**src/rtl/dec_seq_ctrl.sv**
```systemverilog
// Sequencer for the matrix/band thermometer decoder. It buffers samples in a small FIFO,
// runs the enable/warm-up sequence, and drives clamped codes with a 2-bit offset.
module dec_seq_ctrl #(
  parameter int         FIFO_DEPTH = 4,
  parameter int         WARM_W     = 8,
  parameter logic [7:0] LFSR_SEED  = 8'hA5
) (
  input  logic              dec_clk,
  input  logic              dec_rst,
  input  logic              csr_en,
  input  logic [WARM_W-1:0] csr_warmup,
  input  logic [1:0]        csr_os_mode,
  input  logic [1:0]        csr_os_fixed,
  input  logic              in_valid,
  output logic              in_ready,
  input  logic [7:0]        in_mtrx,
  input  logic [7:0]        in_band,
  output logic [7:0]        s_mtrx,
  output logic [7:0]        s_band,
  output logic [1:0]        os_bin,
  output logic              dec_en,
  output logic              underflow,
  output logic              busy
);
  localparam int AW = $clog2(FIFO_DEPTH);

  typedef enum logic [1:0] {IDLE, WARMUP, RUN} st_e;
  typedef struct packed {
    logic [7:0] mtrx;
    logic [7:0] band;
  } smp_t;

  st_e             state, state_nxt;
  smp_t            mem [FIFO_DEPTH];
  smp_t            head;
  logic [AW:0]     wptr, rptr;
  logic [WARM_W-1:0] cnt;
  logic [7:0]      lfsr, lfsr_nxt, lim, mtrx_cl;
  logic [1:0]      os_nxt;
  logic            empty, full, push, pop, flush;

  // Extra pointer bit separates full from empty when the index bits match.
  assign empty    = (wptr == rptr);
  assign full     = (wptr[AW] != rptr[AW]) && (wptr[AW-1:0] == rptr[AW-1:0]);
  assign in_ready = csr_en && (state != IDLE) && !full;
  assign push     = in_valid && in_ready;
  assign pop      = csr_en && (state == RUN) && !empty;
  assign flush    = !csr_en || (state == IDLE);
  assign head     = mem[rptr[AW-1:0]];
  assign dec_en   = (state != IDLE);
  assign busy     = (state != IDLE);

  assign lfsr_nxt = {lfsr[6:0], lfsr[7] ^ lfsr[5] ^ lfsr[4] ^ lfsr[3]};

  always_comb begin
    os_nxt = csr_os_fixed;
    case (csr_os_mode)
      2'd1:    os_nxt = os_bin + 2'd1;
      2'd2:    os_nxt = lfsr_nxt[1:0];
      default: os_nxt = csr_os_fixed;
    endcase
  end

  // Clamp so the decoder's s_mtrx + os_bin sum never wraps past 255.
  assign lim     = 8'hFF - {6'd0, os_nxt};
  assign mtrx_cl = (head.mtrx > lim) ? lim : head.mtrx;

  always_comb begin
    state_nxt = state;
    case (state)
      IDLE:    if (csr_en) state_nxt = WARMUP;
      WARMUP:  if (cnt >= csr_warmup) state_nxt = RUN;
      RUN:     state_nxt = RUN;
      default: state_nxt = IDLE;
    endcase
    if (!csr_en) state_nxt = IDLE;
  end

  always_ff @(posedge dec_clk) begin
    if (dec_rst) state <= IDLE;
    else         state <= state_nxt;
  end

  always_ff @(posedge dec_clk) begin
    if (push) mem[wptr[AW-1:0]] <= '{mtrx: in_mtrx, band: in_band};
  end

  always_ff @(posedge dec_clk) begin
    if (dec_rst || flush) begin
      wptr   <= '0;
      rptr   <= '0;
      cnt    <= '0;
      lfsr   <= LFSR_SEED;
      s_mtrx <= '0;
      s_band <= '0;
      os_bin <= '0;
    end else begin
      if (push) wptr <= wptr + 1'b1;
      if (pop)  rptr <= rptr + 1'b1;
      if (state == WARMUP) cnt <= cnt + 1'b1;
      if (pop) begin
        s_mtrx <= mtrx_cl;
        s_band <= head.band;
        os_bin <= os_nxt;
        if (csr_os_mode == 2'd2) lfsr <= lfsr_nxt;
      end
    end
  end

  // Sticky across IDLE; only a fresh enable (or reset) clears it.
  always_ff @(posedge dec_clk) begin
    if (dec_rst)                                underflow <= 1'b0;
    else if (state == IDLE && csr_en)           underflow <= 1'b0;
    else if (state == RUN && csr_en && empty)   underflow <= 1'b1;
  end

endmodule

```
**config.mk**
```make
export PLATFORM = sky130hd
export DESIGN_NAME = dec_seq_ctrl
export DESIGN_NICKNAME = d
export VERILOG_FILES = /design/src/rtl/dec_seq_ctrl.sv
export SDC_FILE = /design/constraint.sdc
export NUM_CORES = 1
export LEC_CHECK = 0
export ABC_AREA = 1
export BUFFER_PORTS_ARGS = -buffer_cell sky130_fd_sc_hd__buf_2
export CORE_MARGIN = 2
export CORE_UTILIZATION = 60
export CTS_BUF_LIST = sky130_fd_sc_hd__clkbuf_4
export CTS_CLUSTER_DIAMETER = 100
export DETAILED_ROUTE_END_ITERATION = 10
export GPL_TIMING_DRIVEN = 0
export MAX_ROUTING_LAYER = met4
export PLACE_DENSITY_LB_ADDON = 0.08
export SYNTH_ARGS = -nofsm -noshare
export SYNTH_HDL_FRONTEND = slang
export SYNTH_SLANG_ARGS = --single-unit
```
**constraint.sdc**
```tcl
create_clock -name dec_clk -period 4.25 [get_ports dec_clk]
set_input_delay 1.0625 -clock dec_clk [delete_from_list [all_inputs] [get_ports dec_clk]]
set_output_delay 1.0625 -clock dec_clk [all_outputs]
set_load 0.005 [all_outputs]
```
# Word-level counts from Yosys, hierarchy flattened
# Memory sizes are Yosys's and may differ from the RTL's. A register that Yosys moved wholly into a read port is not among the register bits.
# Cells that the tools add are included.
# Widths: inputs -> output; s select.
[classes] n_addsub=5 n_lt_le_gt_ge=2 n_eq_ne=8 n_mux=8 bitwise_logic=4 reduce_logical=18
[ops] cell="$add 8x1->8 const B" n=1
[ops] cell="$ge 8x8->1" n=1
[ops] cell="$gt 8x8->1" n=1
[ops] cell="$logic_and 1x1->1" n=8
[ops] cell="$mux 8" n=1
[ops] cell="$add 3x1->3 const B" n=2
[ops] cell="$mux 2" n=3
[ops] cell="$pmux 2 s3" n=1
[ops] cell="$eq 2x1->1 const B" n=2
[ops] cell="$eq 2x2->1 const B" n=2
[ops] cell="$pmux 2 s2" n=1
[ops] cell="$reduce_or 2->1" n=2
[ops] cell="$sub 1x3->4 const A" n=1
[ops] cell="$eq 3x3->1" n=1
[ops] cell="$logic_not 1->1" n=3
[ops] cell="$xor 1x1->1" n=3
[ops] cell="$add 2x1->2 const B" n=1
[ops] cell="$eq 2x2->1" n=1
[ops] cell="$logic_not 2->1" n=1
[ops] cell="$logic_or 1x1->1" n=2
[ops] cell="$mux 1" n=2
[ops] cell="$ne 2x2->1 const B" n=1
[ops] cell="$reduce_and 2->1" n=1
[ops] cell="$reduce_bool 2->1" n=1
[ops] cell="2 further kinds" n=2
[word_totals] register_bits=43 ramBits=64 inputBits=32 out_inout_bits=22 wordCells=55 memories=1
[memory_table] memory="mem" depth=4 word_bits=16 read_ports=1 rd_ports_with_merged_regs=1 write_ports=1 line="34" text="smp_t mem [FIFO_DEPTH];"

# Longest topological paths before layout
# Gate-level depths: netlist (run 1).
[depth] depth_word=7 ltp_mapped=14 mapped_depth_nobuf=14

# Worst setup path before layout (run 1)
# Ideal clock, no wire load.
[synth_path] kind="input -> register" start="input csr_en" end="memory mem[3][0] (netlist name) (enable)" setup_time_ns=0.391 arrival_time_ns=2.119 required_ns=3.859 setup_slack_ns=1.740 path_stages=4 n_path_buf=0 cell_sequence="o211ai_1 > inv_1 > nand2_1 > nor2_1"
[synth_between] elab_chain_len=5
[synth_lines] element="start: declaration" line="10" text="input logic csr_en,"
[synth_lines] element="$logic_and 1x1->1 (2 in series)" line="45" text="assign in_ready = csr_en && (state != IDLE) && !full;"
[synth_lines] element="via in_ready" line="15" text="output logic in_ready,"
[synth_lines] element="$logic_and 1x1->1" line="46" text="assign push = in_valid && in_ready;"
[synth_lines] element="$mux 1" line="85" text="if (push) mem[wptr[AW-1:0]] <= '{mtrx: in_mtrx, band: in_band};"
[synth_lines] element="$mux 1 (not written as such)" line="85"
[synth_lines] element="end: declaration" line="34"
# The timed path passes the listed nets, and every way through them passes these cells.

# Worst setup path in the final report (run 1)
[layout_path] start="register state[0]" end="output in_ready"
[layout_between] elab_chain_len=3
[layout_lines] element="start: declaration" line="33" text="st_e state, state_nxt;"
[layout_lines] element="start signal: assignment" line="81" text="else state <= state_nxt;"
[layout_lines] element="$reduce_bool 2->1" line="45"
[layout_lines] element="$logic_and 1x1->1 (2 in series)" line="45"
[layout_lines] element="end: declaration" line="15"
# No other way between the ends.

==> results of run 1 <==
## cell usage after synthesis, types with 2 or more instances
cell type	count
ha_1	20
inv_1	48
inv_2	4
o21ai_0	47
o211ai_1	5
a211oi_1	3
clkbuf_1	5
nand2_2	2
nor2_1	64
xnor2_1	3
dfxtp_1	45
nand2_1	68
or2_2	3
a31oi_1	8
nand4_1	4
buf_2	4
buf_4	5
nand3_1	19
edfxtp_1	64
a21oi_1	31
nor3_1	4
## how the worst min path moves through the flow
stage / start / endpoint
after global placement: lfsr[1] / lfsr[1]
after global routing: cnt[7] / cnt[7]
final: lfsr[1] / lfsr[1]
after CTS: lfsr[1] / lfsr[1]
after floorplan: lfsr[1] / lfsr[1]
after detailed placement: lfsr[1] / lfsr[1]
## critical path: cells and delay by family, from the launching register on
kind,cells,cell delay (ns)
AO/OA/AOI/OAI,1,0.10
adder cells (fa/ha/maj),1,0.23
buffers and inverters,4,0.37
flip-flops,1,0.40
## cell type report
type	count	area, um^2
Sequential cell	109	2820
Fill cell	617	2340
Multi-Input combinational cell	291	1540
Timing Repair Buffer	57	338
Inverter	52	195
Tap cell	102	128
Buffer	17	105
Clock buffer	9	67.6
Clock inverter	7	66.3
## layer usage
| layer | vias up | track usage [%] | share of wire, % |
|---|---|---|---|
| met3 | 19 | 4.19 | 4.6 |
| met2 | 90 | 40.2 | 49 |
| li1 | 1730 | - | - |
| met4 | 0 | 10.2 | 1.3 |
| met1 | 1580 | 30.0 | 45 |
| met5 | - | - | 0 |
## stage by stage
step	hold slack (ns)	util, %	worst slack (ns)
2_1_floorplan	0.430	-	1.74
3_3_place_gp	0.443	66.3	0.932
3_5_place_dp	0.449	67.4	1.51
4_1_cts	0.469	69.2	1.60
5_1_grt	0.513	69.2	1.50
6_report	0.465	69.2	1.62
## sequential cells by signal, indices dropped and copies added, names as in the netlist, named ones only
signal	flops
wptr	3
os_bin	2
state	2
s_mtrx	8
underflow	1
mem	64
lfsr	8
cnt	8
s_band	8
rptr	3
## power by group through the flow
| stage | clock [W] | sequential (W) | combinational (W) |
|---|---|---|---|
| 2_1_floorplan | 0 | 0.00115 | 0.0000420 |
| 3_3_place_gp | 0 | 0.00115 | 0.0000731 |
| 3_5_place_dp | 0 | 0.00115 | 0.0000772 |
| 4_1_cts | 0.000498 | 0.00112 | 0.0000777 |
| 5_1_grt | 0.000542 | 0.00112 | 0.0000892 |
| 6_report | 0.000487 | 0.00112 | 0.0000775 |
## logic make-up after synthesis
| logic type | after synthesis | share of synthesized area, % |
|---|---|---|
| xor+xnor | 3 | 0.565 |
| mux | 1 | 0.215 |
| compound gates | 99 | 11.6 |
| simple gates | 168 | 15.2 |
| buf+inv | 69 | 6.45 |
| flops | 109 | 60.7 |
| fa+ha+maj | 20 | 5.38 |
==> results_dict.tcl, run 1 <==
set metrics [dict create \
    routedWlPerCell_um 14.4 \
    chipHeight_um 92.1 \
    postRouteWirelength_um 9290 \
    combinationalPowerShare_pct 4.6 \
    grt_antenna_before_repair 0 \
    min_path_type "reg -> reg" \
    pwr-share-seq_pct 66.6 \
    drt_iter0_drc 173 \
    yosys.area.top_type_share_pct 41.3 \
    syn_area_mm2 0.00465 \
    start_util_pct 61.2 \
    cts_sinks 109 \
    vias 3419 \
    min_path_cells 2 \
    nNetsFinal 589 \
    maxSlewHeadroom_pct 64.4 \
    hold_violations 0 \
    min_period_ns 2.63 \
    hold_buffers 0 \
    place_inst 628 \
    synth_flop_cell "edfxtp_1" \
    final_cell_mix "68 x nand2_1, 64 x edfxtp_1, 60 x nor2_1" \
    tightest_slew_ns 0.534 \
    fin_area_mm2 0.00526 \
    clk_latency_ns 0.46 \
    clkPwrFrac_pct 28.8 \
    final_common_cell "nand2_1" \
    yosys_warnings 0 \
    synth-seq-cells 109 \
    grt_max_degree 21 \
    h-tree-depth 3 \
    die_width_um 92.1 \
    drive_gt1_share_pct 18.3 \
    setup_tns_ns 0 \
    num_rows 32 \
    grt_setup_unrepaired "false" \
    r2r_end "s_mtrx[0]" \
    grt_overflow_total 0 \
    cp-startpoint "state[0]" \
    grt_usage_pct 24.4 \
    grt_pass1_vias 3301 \
    post_cts_resized 0 \
    power_leakage_nw 2.19 \
    ys_seq_area_share_pct 60.7 \
    net-switching-power_w 0.000400 \
    path_common_cell "inv_1" \
    stdcell_count 644 \
    synth-edff-count 64 \
    p_int_w 0.00129 \
    crit_arrival_ns 1.57 \
    r2r_slack_ns 2.05 \
    placed_area_mm2 0.00513 \
    fin_crit_sh_pct 61.9 \
    synth_area_leaders "edfxtp_1 41%, dfxtp_1 19%, nand2_1 5.5%" \
    maxCapViolCount 0 \
    worst_setup_path_end_kind "primary output" \
    crit_end "in_ready" \
    core_area_mm2 0.00761 \
    slew_violations 0 \
    synthArstFlopShare_pct 0 \
    clockBufferDepth 2 \
    startpoint_type "flip-flop" \
    reg2regPathDepth 12 \
    synth_top_area_cell "edfxtp_1" \
    crit_chain "inv_1 -> ha_1 -> inv_1 -> o211ai_1 -> inv_1 -> buf_2" \
    area_delta_synth_final_pct 13.1 \
    die_area_mm2 0.00848 \
    drc_errors 0 \
    cp.required_ns 3.19 \
    max_stage_delay_ns 0.40 \
    ios 54 \
    syn_inst 469 \
    io_buffers 53 \
    clk_pin_slew_ns 0.18 \
    status "finished clean" \
    cts_tree "done" \
    crit_type "reg -> out" \
    slowest_stage "dfxtp_1" \
    vias_per_cell 5.31 \
    power_density_mw_per_mm2 321 \
    dpl.hpwl_um 6430 \
    fin_skew_ns 0.0224 \
    grt_pass1_wl_um 15400 \
    n_antenna_cell 0 \
    cts_setup_buffers 0 \
    drtPass1Iterations 4 \
    irDropWorstVdd_uv 246 \
    cts_buffers 9 \
    power_switching_share_pct 23.7 \
    place_congestion 0.837 \
    fmax_mhz 380 \
    ant_nets 0 \
    synth_nets 521 \
    worstPathMaxFanout 4 \
    cts_root_buf "clkbuf_4" \
    yosys.cell_types.count 34 \
    synth_area_per_cell_um2 9.92 \
    report.power.total_w 0.00169 \
    setup_viol 0 \
]
No activity file was read; power rests on OpenSTA's default activity.
==> run 2: changes to the inputs <==
--- a/config.mk
+++ b/config.mk
@@ -8,7 +8,7 @@
 export ABC_AREA = 1
 export BUFFER_PORTS_ARGS = -buffer_cell sky130_fd_sc_hd__buf_2
 export CORE_MARGIN = 2
-export CORE_UTILIZATION = 60
+export CORE_UTILIZATION = 54
 export CTS_BUF_LIST = sky130_fd_sc_hd__clkbuf_4
 export CTS_CLUSTER_DIAMETER = 100
 export DETAILED_ROUTE_END_ITERATION = 10
==> constraint.sdc (replaced) <==
create_clock -name dec_clk -period 2.4 [get_ports dec_clk]
set_input_delay 0.6 -clock dec_clk [delete_from_list [all_inputs] [get_ports dec_clk]]
set_output_delay 0.6 -clock dec_clk [all_outputs]
set_load 0.005 [all_outputs]
==> run 2 against run 1 <==
Against the previous run: register-to-register slack got worse by 1.8 ns; clock power rose by 83%; hold slack got worse by 0.17 ns; die area rose by 11%; global-route usage fell by 2.8 points; final area rose by 0.14%; setup slack got worse by 1.4 ns; first-iteration DRC count rose by 14%; clock skew fell by 0.0066 ns; critical path type unchanged; largest power group unchanged; highest routed layer unchanged.
==> results_dict.tcl, run 2 (synthesized netlist as in run 1, its figures left out) <==
set metrics [dict create \
    dpl.hpwl_um 6560 \
    net-switching-power_w 0.000723 \
    cts_tree "done" \
    routedWlPerCell_um 14.5 \
    clk_pin_slew_ns 0.16 \
    max_stage_delay_ns 0.40 \
    io_buffers 53 \
    cts_buffers 9 \
    status "finished clean" \
    h-tree-depth 3 \
    power_switching_share_pct 24.0 \
    clkPwrFrac_pct 29.5 \
    nNetsFinal 589 \
    r2r_end "s_mtrx[0]" \
    drive_gt1_share_pct 18.8 \
    slew_violations 0 \
    grt_setup_unrepaired "false" \
    clk_latency_ns 0.46 \
    power_density_mw_per_mm2 573 \
    n_antenna_cell 0 \
    cts_setup_buffers 0 \
    start_util_pct 56.1 \
    cts_root_buf "clkbuf_4" \
    slowest_stage "dfxtp_1" \
    maxCapViolCount 0 \
    startpoint_type "flip-flop" \
    min_period_ns 2.16 \
    layout_setup_ws_ns 0.241 \
    cp.required_ns 1.80 \
    power_leakage_nw 2.19 \
    crit_arrival_ns 1.56 \
    grt_max_degree 21 \
    hp-start "dec_rst" \
    fillers 700 \
    hold_buffers 0 \
    vias 3420 \
    fin_crit_sh_pct 89.9 \
    irDropWorstVdd_uv 467 \
    tightest_slew_ns 0.557 \
    grt_pass1_vias 3356 \
    ios 54 \
    area_delta_synth_final_pct 13.3 \
    path_common_cell "inv_1" \
    fin_skew_ns 0.0157 \
    drt_iter0_drc 198 \
    postRouteWirelength_um 9390 \
    grt_usage_pct 21.6 \
    hold_violations 0 \
    die_width_um 96.8 \
    crit_chain "inv_1 -> ha_1 -> inv_1 -> o211ai_1 -> inv_1 -> buf_2" \
    fin_util_pct 63.5 \
    r2r_slack_ns 0.24 \
    crit_type "reg -> out" \
    chipHeight_um 96.8 \
    drtPass1Iterations 4 \
    cts_sinks 109 \
    dp_slack_ns 0.133 \
    reg2regPathDepth 12 \
    grt_overflow_total 0 \
    p_int_w 0.00229 \
    die_area_mm2 0.00938 \
    maxSlewHeadroom_pct 62.9 \
    grt_pass1_wl_um 15800 \
    vias_per_cell 5.29 \
    final_common_cell "nand2_1" \
    fmax_mhz 463 \
    num_rows 33 \
    place_congestion 0.815 \
    grt_antenna_before_repair 0 \
    holdPathEnd "underflow" \
    post_cts_resized 0 \
    core_area_mm2 0.00830 \
    combinationalPowerShare_pct 4.6 \
    worst_setup_path_end_kind "primary output" \
    clockBufferDepth 2 \
    drc_errors 0 \
    pwr-share-seq_pct 65.9 \
    worstPathMaxFanout 4 \
    final_cell_mix "68 x nand2_1, 64 x edfxtp_1, 60 x nor2_1" \
    min_path_type "in -> reg" \
    setup_viol 0 \
    ant_nets 0 \
    min_path_cells 2 \
    largest_reg_flops 64 \
]
run 2: metal layers:
layer  vias to the layer above  routed length, um  track usage [%]  share of wire (%)
li1                       1722                  -                -                  -
met2                        83               4750             36.6                 51
met3                         7                445             4.05                4.7
met1                      1608               4130             26.5                 44
met4                         0                 59             6.18               0.63
met5                         -                  0                -                  0
run 2: per-stage QoR:
stage	setup TNS [ns]	total power (W)	cells	instance area (um^2)	hold slack (ns)
6_report	0	0.00302	647	5270	0.298
5_1_grt	0	0.00313	647	5270	0.275
4_1_cts	0	0.00304	647	5260	0.284
3_5_place_dp	0	0.00217	631	5120	0.453
3_3_place_gp	-26.64	0.00216	627	5050	0.443
2_1_floorplan	0	0.00210	469	4650	0.430
run 2: worst max-delay path, delay by kind of cell, from the launching register on:
kind,cells,cell delay (ns)
DFF,1,0.40
buffers and inverters,4,0.38
adders and majority gates,1,0.23
AOI/OAI and AO/OA,1,0.11
run 2: final cells by class:
cell class                 count  area, um^2  share of cell area, %
buffer                        17         105                   1.99
clock buffer                  10        75.1                   1.42
clock inverter                 6        66.3                   1.26
inverter                      52         195                   3.70
multi-input combinational    291        1550                   29.4
sequential                   109        2820                   53.6
tap                          105         131                   2.49
timing repair buffer          57         325                   6.17
run 2: how the worst max path moves through the flow:
stage	from	endpoint	slack, ns	cells after the start
2_1_floorplan	state[0]	mem[3][0]	0.22	7
3_3_place_gp	state[0]	mem[3][15]	-0.44	7
3_5_place_dp	csr_os_mode[0]	s_mtrx[1]	0.13	12
4_1_cts	flip-flop	s_mtrx[0]	0.11	12
5_1_grt	state[0]	in_ready	0.07	6
6_report	state[0]	in_ready	0.24	6
run 2: power by group through the flow:
stage	registers, W	logic (W)	clock network, W
2_1_floorplan	0.00203	0.0000744	0
3_3_place_gp	0.00203	0.000128	0
3_5_place_dp	0.00203	0.000138	0
4_1_cts	0.00199	0.000140	0.000911
5_1_grt	0.00199	0.000159	0.000984
6_report	0.00199	0.000139	0.000889
==> run 3: changes to the inputs <==
--- a/config.mk
+++ b/config.mk
@@ -8,8 +8,8 @@
 export ABC_AREA = 1
 export BUFFER_PORTS_ARGS = -buffer_cell sky130_fd_sc_hd__buf_2
 export CORE_MARGIN = 2
-export CORE_UTILIZATION = 54
-export CTS_BUF_LIST = sky130_fd_sc_hd__clkbuf_4
+export CORE_UTILIZATION = 52
+export CTS_BUF_LIST = sky130_fd_sc_hd__clkbuf_4 sky130_fd_sc_hd__clkbuf_8 sky130_fd_sc_hd__clkbuf_16
 export CTS_CLUSTER_DIAMETER = 100
 export DETAILED_ROUTE_END_ITERATION = 10
 export GPL_TIMING_DRIVEN = 0
==> run 3 against run 2 <==
Against the previous run: register-to-register slack is essentially flat; sequential share of layout area fell by 0.37 points; core utilization is 2.4 points lower; clock power up 12%; final area is 0.69% higher; via count decreased by 3.0%; largest power group unchanged; final cell count is 0.46% higher; power increased by 3.7%; combinational power about the same; hold slack better by 0.11 ns; die area increased by 3.7%; clock skew shrank 0.0035 ns.
==> results_dict.tcl, run 3 (synthesized netlist as in run 1, its figures left out) <==
set metrics [dict create \
    fin_crit_sh_pct 90.2 \
    cts_tree "done" \
    start_util_pct 53.6 \
    cts_sinks 109 \
    report.power.total_w 0.00313 \
    grt_usage_pct 21.0 \
    min_path_type "in -> reg" \
    crit_chain "inv_2 -> buf_2 -> or2_2 -> a32oi_1 -> inv_1 -> ha_1 -> nand2_1 -> nand2_2 -> nand3_1 -> nand2_1 -> nand3_1 -> a21oi_1" \
    drtPass1Iterations 5 \
    hold_buffers 0 \
    place_inst 634 \
    core_area_mm2 0.00868 \
    die_area_mm2 0.00972 \
    ant_nets 0 \
    final_common_cell "nand2_1" \
    worstPathMaxFanout 10 \
    met3_length_um 390 \
    clk_pin_slew_ns 0.10 \
    crit_arrival_ns 2.45 \
    grt_overflow_total 0 \
    cts_buffers 9 \
    area_delta_synth_final_pct 14.0 \
    fin_skew_ns 0.0122 \
    drive_gt1_share_pct 18.6 \
    min_path_cells 2 \
    vias 3317 \
    io_buffers 53 \
    die_width_um 98.6 \
    cp_num_buf_inv 3 \
    place_congestion 0.794 \
    dpl.hpwl_um 6670 \
    startpoint_type "flip-flop" \
    cts_root_buf "clkbuf_8" \
    grt_pass1_wl_um 15400 \
    fmax_mhz 462 \
    slew_violations 0 \
    postRouteWirelength_um 9280 \
    maxCapViolCount 0 \
    ios 54 \
    grt_setup_unrepaired "false" \
    grt_pass1_vias 3222 \
    n_antenna_cell 0 \
    clk_latency_ns 0.36 \
    clockBufferDepth 2 \
    num_rows 34 \
    setup_viol 0 \
    irDropWorstVdd_uv 384 \
    drc_errors 0 \
    min_period_ns 2.16 \
    h-tree-depth 3 \
    vias_per_cell 5.10 \
    slowest_stage "dfxtp_2" \
    routedWlPerCell_um 14.3 \
    final_cell_mix "68 x nand2_1, 64 x edfxtp_1, 60 x nor2_1" \
    largest_reg_flops 64 \
    r2r_slack_ns 0.24 \
    nNetsFinal 589 \
    wl_met1_um 4200 \
    maxSlewHeadroom_pct 63.6 \
    final-seq-area_mm2 0.00282 \
    fillers 738 \
    power_leakage_nw 2.20 \
    setup_tns_ns 0 \
    worst_setup_path_end_kind "flip-flop" \
    critPathTopFamily "simple AND/OR/NAND/NOR gates" \
    hold_violations 0 \
    grt_max_degree 20 \
    stdcell_count 650 \
    power_density_mw_per_mm2 590 \
    top_layer "met4" \
    chipHeight_um 98.6 \
    path_depth 12 \
    crit_type "reg -> reg" \
    hp-start "dec_rst" \
    cp.required_ns 2.69 \
    r2r_end "s_mtrx[1]" \
    multi_input_area_mm2 0.00155 \
    met2WireLength_um 4550 \
    max_stage_delay_ns 0.38 \
    tightest_slew_ns 0.545 \
    grt_antenna_before_repair 0 \
    holdPathEnd "underflow" \
    drt_iter0_drc 152 \
    reg2regPathDepth 12 \
    status "finished clean" \
]
[run 3: cell count changes in the layout (fill, tap and decap cells not counted), moves of 2 or more]
cell,delta
nor2_4,+2
buf_8,-2
nor2_2,-2
buf_6,+2
clkinv_4,+2
clkinv_8,-2
clkbuf_4,-9
clkbuf_8,+9
[run 3: layer usage]
| layer | vias up | GRT usage, % |
|---|---|---|
| li1 | 1721 | - |
| met1 | 1509 | 26.6 |
| met2 | 76 | 34.7 |
| met3 | 11 | 2.62 |
| met4 | 0 | 8.01 |
| met5 | - | - |
[run 3: how the worst max path moves through the flow]
stage,start,to,slack (ns)
detailed placement,csr_os_mode[0],s_mtrx[1],0.13
floorplan,state[0],mem[3][0],0.22
CTS,state[0],mem[3][9],0.12
global route,flip-flop,s_mtrx[0],0.03
finish,flip-flop,s_mtrx[1],0.24
global placement,state[0],mem[3][8],-0.49
[run 3: what timing repair did]
action | in CTS | in global routing
resized for setup | 0 | 3
setup buffers | 0 | 0
setup endpoints to repair | 0 | 10
[run 3: final cells by class]
type	instances	share of cell area, %
buffer	17	1.98
clock buffer	10	2.48
clock inverter	6	0.896
inverter	52	3.68
multi-input combinational	291	29.2
sequential	109	53.2
tap	108	2.55
timing repair buffer	57	5.99
[run 3: report_power, final]
| group | leakage, nW | switching, W | internal [W] |
|---|---|---|---|
| logic | 1.17 | 0.0000831 | 0.0000543 |
| clock network | 0.0907 | 0.000606 | 0.000399 |
| registers | 0.940 | 0.00000329 | 0.00198 |
| total | 2.20 | 0.000692 | 0.00244 |
[run 3: per-stage QoR]
| step | worst slack (ns) | instance area [um^2] | hold WS [ns] | utilization [%] |
|---|---|---|---|---|
| finish | 0.236 | 5310 | 0.410 | 61.1 |
| detailed placement | 0.127 | 5120 | 0.453 | 59.0 |
| global placement | -0.488 | 5050 | 0.446 | 58.2 |
| floorplan | 0.216 | 4650 | 0.430 | - |
| global route | 0.0275 | 5310 | 0.401 | 61.1 |
| CTS | 0.124 | 5300 | 0.398 | 61.0 |
